$ cat src/rtl/phy_tx_pkg.sv
// Shared definitions for the two-lane PHY transmit scheduler.
//   sched_state_e      : scheduler state encoding, also driven on lane_tx_sched.state
//   IDLE_SYM_DEFAULT   : comma/idle byte sent on a lane that has no data
//   TRAIN_LEN_DEFAULT  : idle symbols sent on both lanes before data is released
//   NUM_LANES          : number of independent byte lanes
package phy_tx_pkg;

  typedef enum logic [1:0] {
    ST_RST    = 2'd0,
    ST_TRAIN  = 2'd1,
    ST_ACTIVE = 2'd2,
    ST_PAUSE  = 2'd3
  } sched_state_e;

  localparam logic [7:0] IDLE_SYM_DEFAULT  = 8'hBC;
  localparam int         TRAIN_LEN_DEFAULT = 4;
  localparam int         NUM_LANES         = 2;

endpackage

$ cat src/rtl/lane_fifo.sv
// Synchronous single-clock FIFO buffering bytes for one transmit lane.
//   clk   : clock, all state updates on its rising edge
//   clr   : synchronous clear of pointers and count (active high)
//   push  : write din at the tail (ignored when full)
//   pop   : drop the head entry (ignored when empty)
//   din   : write data
//   head  : oldest entry, valid whenever empty = 0
//   full  : count == DEPTH
//   empty : count == 0
//   count : number of stored entries, 0..DEPTH
// DEPTH must be a power of two so the pointers wrap by natural overflow.
module lane_fifo #(
  parameter  int DEPTH = 4,
  parameter  int WIDTH = 8,
  localparam int PTR_W = $clog2(DEPTH),
  localparam int CNT_W = PTR_W + 1
) (
  input  logic             clk,
  input  logic             clr,
  input  logic             push,
  input  logic             pop,
  input  logic [WIDTH-1:0] din,
  output logic [WIDTH-1:0] head,
  output logic             full,
  output logic             empty,
  output logic [CNT_W-1:0] count
);

  logic [WIDTH-1:0] mem [DEPTH];
  logic [PTR_W-1:0] wr_ptr_q, wr_ptr_d;
  logic [PTR_W-1:0] rd_ptr_q, rd_ptr_d;
  logic [CNT_W-1:0] count_q, count_d;
  logic             do_push, do_pop;

  assign full    = (count_q == CNT_W'(DEPTH));
  assign empty   = (count_q == '0);
  assign count   = count_q;
  assign do_push = push & ~full;
  assign do_pop  = pop & ~empty;
  assign head    = mem[rd_ptr_q];

  // NOTE: every signal assigned in always_comb gets a default first, so no path leaves it unassigned and no latch is inferred.
  always_comb begin
    wr_ptr_d = wr_ptr_q;
    rd_ptr_d = rd_ptr_q;
    count_d  = count_q;
    if (do_push) wr_ptr_d = wr_ptr_q + PTR_W'(1);
    if (do_pop)  rd_ptr_d = rd_ptr_q + PTR_W'(1);
    // Push and pop together leave the occupancy unchanged.
    case ({do_push, do_pop})
      2'b10:   count_d = count_q + CNT_W'(1);
      2'b01:   count_d = count_q - CNT_W'(1);
      default: count_d = count_q;
    endcase
  end

  // NOTE: sequential state uses non-blocking assignments so every flop samples pre-edge values regardless of block order.
  always_ff @(posedge clk) begin
    if (clr) begin
      wr_ptr_q <= '0;
      rd_ptr_q <= '0;
      count_q  <= '0;
    end else begin
      wr_ptr_q <= wr_ptr_d;
      rd_ptr_q <= rd_ptr_d;
      count_q  <= count_d;
    end
  end

  // NOTE: the storage array is deliberately not reset; count_q alone says which entries hold live data.
  always_ff @(posedge clk) begin
    if (do_push) mem[wr_ptr_q] <= din;
  end

endmodule

$ cat src/rtl/lane_tx_sched.sv
// Two-lane transmit scheduler: trains the link with idle symbols, then
// drains one byte per lane per cycle from per-lane FIFOs into registered
// outputs. Lanes drain independently; a pause sends idles and keeps data.
//   clk_2f                   : byte-rate clock
//   reset                    : synchronous, active-high reset
//   enable                   : 1 = transmit, 0 = pause
//   validin0/1, entrada_0/1  : input byte and qualifier per lane
//   ready0/1                 : lane FIFO can take a byte this cycle
//   data_out_0/1             : registered byte to the lane serializer
//   valid_out_0/1            : 1 = data byte, 0 = idle symbol
//   state                    : current scheduler state (sched_state_e)
//   overflow                 : sticky, set when a byte arrives at a full lane
module lane_tx_sched
  import phy_tx_pkg::*;
#(
  parameter int         FIFO_DEPTH = 4,
  parameter int         TRAIN_LEN  = TRAIN_LEN_DEFAULT,
  parameter logic [7:0] IDLE_SYM   = IDLE_SYM_DEFAULT
) (
  input  logic       clk_2f,
  input  logic       reset,
  input  logic       enable,
  input  logic       validin0,
  input  logic       validin1,
  input  logic [7:0] entrada_0,
  input  logic [7:0] entrada_1,
  output logic       ready0,
  output logic       ready1,
  output logic [7:0] data_out_0,
  output logic [7:0] data_out_1,
  output logic       valid_out_0,
  output logic       valid_out_1,
  output logic [1:0] state,
  output logic       overflow
);

  localparam int         CNT_W      = $clog2(FIFO_DEPTH) + 1;
  localparam logic [7:0] TRAIN_LAST = 8'(TRAIN_LEN - 1);

  sched_state_e state_q, state_d;
  logic [7:0]   train_cnt_q, train_cnt_d;
  logic         overflow_q, overflow_d;

  logic [NUM_LANES-1:0][7:0]       data_out_q, data_out_d;
  logic [NUM_LANES-1:0]            valid_out_q, valid_out_d;
  logic [NUM_LANES-1:0]            validin, ready, push, pop, full, empty;
  logic [NUM_LANES-1:0][7:0]       din, head;
  logic [NUM_LANES-1:0][CNT_W-1:0] count;

  assign validin = {validin1, validin0};
  assign din     = {entrada_1, entrada_0};

  for (genvar i = 0; i < NUM_LANES; i++) begin : g_lane
    // Lanes never accept data while the scheduler is held in RST.
    assign ready[i] = (state_q != ST_RST) & ~full[i];
    assign push[i]  = validin[i] & ready[i];
    assign pop[i]   = (state_q == ST_ACTIVE) & ~empty[i];

    lane_fifo #(
      .DEPTH (FIFO_DEPTH),
      .WIDTH (8)
    ) u_fifo (
      .clk   (clk_2f),
      .clr   (reset),
      .push  (push[i]),
      .pop   (pop[i]),
      .din   (din[i]),
      .head  (head[i]),
      .full  (full[i]),
      .empty (empty[i]),
      .count (count[i])
    );

    // The flags and the count describe the same occupancy.
    always_comb begin
      assert (empty[i] == (count[i] == '0));
    end
  end

  always_comb begin
    state_d     = state_q;
    train_cnt_d = train_cnt_q;
    overflow_d  = overflow_q | (|(validin & full));

    // Output registers reload every cycle: head byte when popping, idle otherwise.
    for (int i = 0; i < NUM_LANES; i++) begin
      data_out_d[i]  = IDLE_SYM;
      valid_out_d[i] = 1'b0;
      if (pop[i]) begin
        data_out_d[i]  = head[i];
        valid_out_d[i] = 1'b1;
      end
    end

    case (state_q)
      ST_RST: begin
        if (enable) begin
          state_d     = ST_TRAIN;
          train_cnt_d = '0;
        end
      end
      ST_TRAIN: begin
        if (!enable) begin
          state_d = ST_PAUSE;
        end else if (train_cnt_q == TRAIN_LAST) begin
          state_d     = ST_ACTIVE;
          train_cnt_d = '0;
        end else begin
          train_cnt_d = train_cnt_q + 8'd1;
        end
      end
      ST_ACTIVE: begin
        if (!enable) state_d = ST_PAUSE;
      end
      ST_PAUSE: begin
        // Resuming always retrains the link from a fresh count.
        if (enable) begin
          state_d     = ST_TRAIN;
          train_cnt_d = '0;
        end
      end
      default: state_d = ST_RST;
    endcase
  end

  always_ff @(posedge clk_2f) begin
    if (reset) begin
      state_q     <= ST_RST;
      train_cnt_q <= '0;
      overflow_q  <= 1'b0;
      data_out_q  <= {NUM_LANES{IDLE_SYM}};
      valid_out_q <= '0;
    end else begin
      state_q     <= state_d;
      train_cnt_q <= train_cnt_d;
      overflow_q  <= overflow_d;
      data_out_q  <= data_out_d;
      valid_out_q <= valid_out_d;
    end
  end

  assign ready0      = ready[0];
  assign ready1      = ready[1];
  assign data_out_0  = data_out_q[0];
  assign data_out_1  = data_out_q[1];
  assign valid_out_0 = valid_out_q[0];
  assign valid_out_1 = valid_out_q[1];
  assign state       = state_q;
  assign overflow    = overflow_q;

endmodule

$ cat config.mk
export PLATFORM = sky130hd
export DESIGN_NAME = lane_tx_sched
export DESIGN_NICKNAME = d
export VERILOG_FILES = /design/src/rtl/phy_tx_pkg.sv /design/src/rtl/lane_fifo.sv /design/src/rtl/lane_tx_sched.sv
export SDC_FILE = /design/constraint.sdc
export NUM_CORES = 1
export LEC_CHECK = 0
export BUFFER_PORTS_ARGS = -buffer_cell sky130_fd_sc_hd__buf_2
export CAP_MARGIN = 20
export CELL_PAD_IN_SITES_DETAIL_PLACEMENT = 0
export CELL_PAD_IN_SITES_GLOBAL_PLACEMENT = 1
export CORE_MARGIN = 3
export CORE_UTILIZATION = 44
export CTS_CLUSTER_SIZE = 12
export DETAILED_ROUTE_END_ITERATION = 8
export PLACE_DENSITY_LB_ADDON = 0.1
export SYNTH_ARGS = -nofsm -noshare
export SYNTH_HDL_FRONTEND = slang
export SYNTH_HIERARCHICAL = 1
export SYNTH_SLANG_ARGS = --single-unit
$ cat constraint.sdc
create_clock -name clk_2f -period 2.4 [get_ports clk_2f]
set_clock_uncertainty 0.2 [all_clocks]
set_input_delay 0.12 -clock clk_2f [delete_from_list [all_inputs] [get_ports clk_2f]]
set_output_delay 0.12 -clock clk_2f [all_outputs]
set_load 0.005 [all_outputs]
==> results.yml <==
placement:
  dpl_worst_slack_ns: -0.0217
  gp_congestion: 0.746
  port_buffers: 43
  dp_hpwl_um: 4730
  place_area_um2: 4930
  post-place-cells: 485
logic_synthesis:
  synth-async-reset-ratio: 0
  synth_flop_cell: "edfxtp_1"
  synth_largest_type_area_fraction: 0.437
  yosysMostFrequentCell: "edfxtp_1"
  synth-edff-count: 64
  synth_fp_nets: 340
  ys_types: 37
  synth_top_family_by_area: "simple AND/OR/NAND/NOR gates"
  synth_common_cells: "edfxtp_1 (64), dfxtp_1 (47), nor2_1 (22)"
  synth_top_cell_by_area: "edfxtp_1"
  syn_inst: 302
  yosysSeqAreaShare: 0.651
  synth.avg_cell_area_um2: 14.6
  synth_xor_area_frac: 0.0219
  ys_seq_elements: 111
  yosys_warnings: 6
  synth_compound_area_frac: 0.0475
  synth_mux_area_frac: 0.0865
  synth_area_leaders: "edfxtp_1 (44%), dfxtp_1 (21%), mux4_2 (8.2%)"
  synth_area_um2: 4400
  synthSimpleGateAreaFrac: 0.114
  synth_adder_area_share: 0.0518
route:
  viasPerCell: 4.76
  finalWirelength_um: 7170
  route.detailed.drc: 0
  first_pass_iters: 4
  dr.first_iter.drc_count: 73
  wl_per_cell_um: 13.6
  drtAntennaViolNets: 0
  vias: 2505
global_route:
  grt_antenna_before_repair: 0
  grt.overflow.total: 0
  grt_pass1_wl_um: 12300
  grt_max_degree: 25
  grt_pass1_vias: 2544
  grt_usage: 0.138
sta:
  fin_crit_ns: 2.38
  hold_ws_ns: 0.0654
  setup_violations: 0
  hold_viol_final: 0
  slew_violations: 0
  fin_crit_sh: 0.991
  worst_pin_slew_ns: 0.551
  rsz0062_at_grt: "true"
  max_slew_margin: 0.632
  layout_setup_ws_ns: 0.0213
  fmax_ghz: 0.420
worst_setup_path:
  max_stage_delay_ns: 0.38
  worstSetupPathType: "reg -> reg"
  path_cells: "nor3b_4 -> nor2_2 -> and2_4 -> inv_2 -> nor2_2 -> inv_1 -> ha_2 -> inv_1 -> fa_2 -> xor2_1 -> or3_1 -> a21oi_2"
  critical-path-slowest-cell: "dfxtp_4"
  cp-end-kind: "flip-flop"
  cp-start-kind: "flip-flop"
  worst_ep_arrival_time_ns: 2.47
  required_ns: 2.49
  crit_fanout: 4
floorplan:
  ioPinCount: 44
  fp.dieW_um: 106
  fp.dieH_um: 106
  die-area_um2: 11200
  core_area_um2: 9460
  start_util: 0.465
  rows: 35
clock_tree:
  cts_tree: "yes"
  cts-root-buf: "clkbuf_8"
  cts.clk_slew.worst_paths_ns: 0.10
  cts_sinks: 111
  h-tree-depth: 3
  numCtsBuffers: 9
  clk_path_buf_depth: 2
  clk_latency_ns: 0.36
final_layout:
  postLayoutCellArea_um2: 5400
  diodes: 0
  area_growth_pct: 22.9
  drive_gt1_frac: 0.350
  nFillCells: 780
  final_cells: 526
  nets: 430
power_and_ir_drop:
  clock_power_share: 0.246
  power_mw: 4.33
  swShare: 0.283
  pwr-share-seq: 0.524
  p_comb_frac: 0.230
  p_sw_mw: 1.23
  p_int_mw: 3.10
  power_per_cell_area_nw_per_um2: 801
  irDropWorstVdd_v: 0.000452
  p_leak_nw: 1.95
flow_run:
  drv_cap: 0
run_status:
  outcome: "completed"
min_path:
  hp-class: "in -> reg"
[through the flow]
| step | utilization | TNS, ns |
|---|---|---|
| finish | 0.571 | 0 |
| global route | 0.571 | -0.178 |
| CTS | 0.565 | 0 |
| detailed placement | 0.521 | -0.0217 |
| global placement | 0.521 | 0 |
| floorplan | - | -0.0124 |
[placed cells by master (no fill, tap or decap), types with 2 or more instances in the layout]
master         instances
edfxtp_1              64
buf_2                 43
dfxtp_1               39
buf_4                 26
dlygate4sd3_1         20
nor2_1                19
and2_1                16
mux4_2                16
nand2b_1              15
inv_1                 15
xor2_1                11
ha_1                  11
a21oi_1               10
or3_1                  9
clkbuf_8               9
o21ai_0                8
nand2_1                5
dfxtp_4                5
inv_2                  4
nand3_1                4
nor2_2                 3
nand4_1                3
ha_2                   3
inv_6                  3
dfxtp_2                3
nor2b_4                2
nor2b_1                2
o31ai_2                2
nor3_2                 2
nor3b_4                2
mux2i_1                2
fa_2                   2
[path summary, 6_finish.rpt]
check,from,end,slack [ns],depth (start not counted)
max reg2reg,g_lane[1].u_fifo/count[1]$_SDFFE_PP0P_,g_lane[1].u_fifo/count[2]$_SDFFE_PP0P_,0.02,12
min,validin0,g_lane[0].u_fifo/wr_ptr_q[0]$_SDFFE_PP0P_,0.07,5
max,g_lane[1].u_fifo/count[1]$_SDFFE_PP0P_,g_lane[1].u_fifo/count[2]$_SDFFE_PP0P_,0.02,12
min reg2reg,train_cnt_q[1]$_SDFFE_PP0P_,train_cnt_q[1]$_SDFFE_PP0P_,0.29,2
[power by group through the flow]
stage / Sequential [mW] / Combinational (mW) / Clock [mW]
5_1_grt: 2.29 / 1.11 / 1.20
3_5_place_dp: 2.31 / 0.895 / 0
6_report: 2.27 / 0.997 / 1.06
4_1_cts: 2.27 / 0.939 / 1.12
3_3_place_gp: 2.31 / 0.889 / 0
2_1_floorplan: 2.31 / 0.559 / 0
[layer usage]
layer | global-route usage | part of all wire | routed length, um
met1 | 0.185 | 0.48 | 3410
met2 | 0.224 | 0.48 | 3450
met3 | 0.0383 | 0.036 | 260
met4 | 0.0361 | 0.0071 | 51
met5 | 0 | 0 | 0
[critical path, delay by kind of cell (launching register included)]
kind	cells	cell delay, ns
compound gates	1	0.13
xor+xnor	1	0.15
simple gates	5	0.79
buf+inv	3	0.16
flops	1	0.38
fa+ha+maj	2	0.51
[kinds of logic (layout without fill, tap and decap cells)]
kind of cell	count (synthesis)	count (layout)
xor+xnor	11	11
compound gates	29	29
fa+ha+maj	17	17
simple gates	87	87
buf+inv	29	124
mux	18	18
flops	111	111
[registers in the layout, indices dropped and copies added, names as in the netlist, named ones only]
signal,cells
g_lane.u_fifo/count,6
overflow,1
g_lane.u_fifo/rd_ptr_q,4
valid_out_q,2
g_lane.u_fifo/mem,64
g_lane.u_fifo/wr_ptr_q,4
train_cnt_q,8
state,2
data_out_1,8
data_out_0,8
[area by class of cell]
class / count / area [um^2] / share of cell area
Sequential cell: 111 / 2890 / 0.534
Timing Repair Buffer: 89 / 611 / 0.113
Tap cell: 129 / 161 / 0.0299
Clock buffer: 10 / 128 / 0.0236
Clock inverter: 6 / 62.6 / 0.0116
Inverter: 19 / 71.3 / 0.0132
Multi-Input combinational cell: 162 / 1480 / 0.274
[what timing repair did]
action | CTS | global route
gates resized for setup | 6 | 10
endpoints found under the hold margin | 79 | 0
endpoints found under the setup margin | 2 | 4
hold buffers | 21 | 0
pin swaps | 1 | 5
setup buffers | 1 | 4
Note: power is estimated with default switching activity, not from simulation.
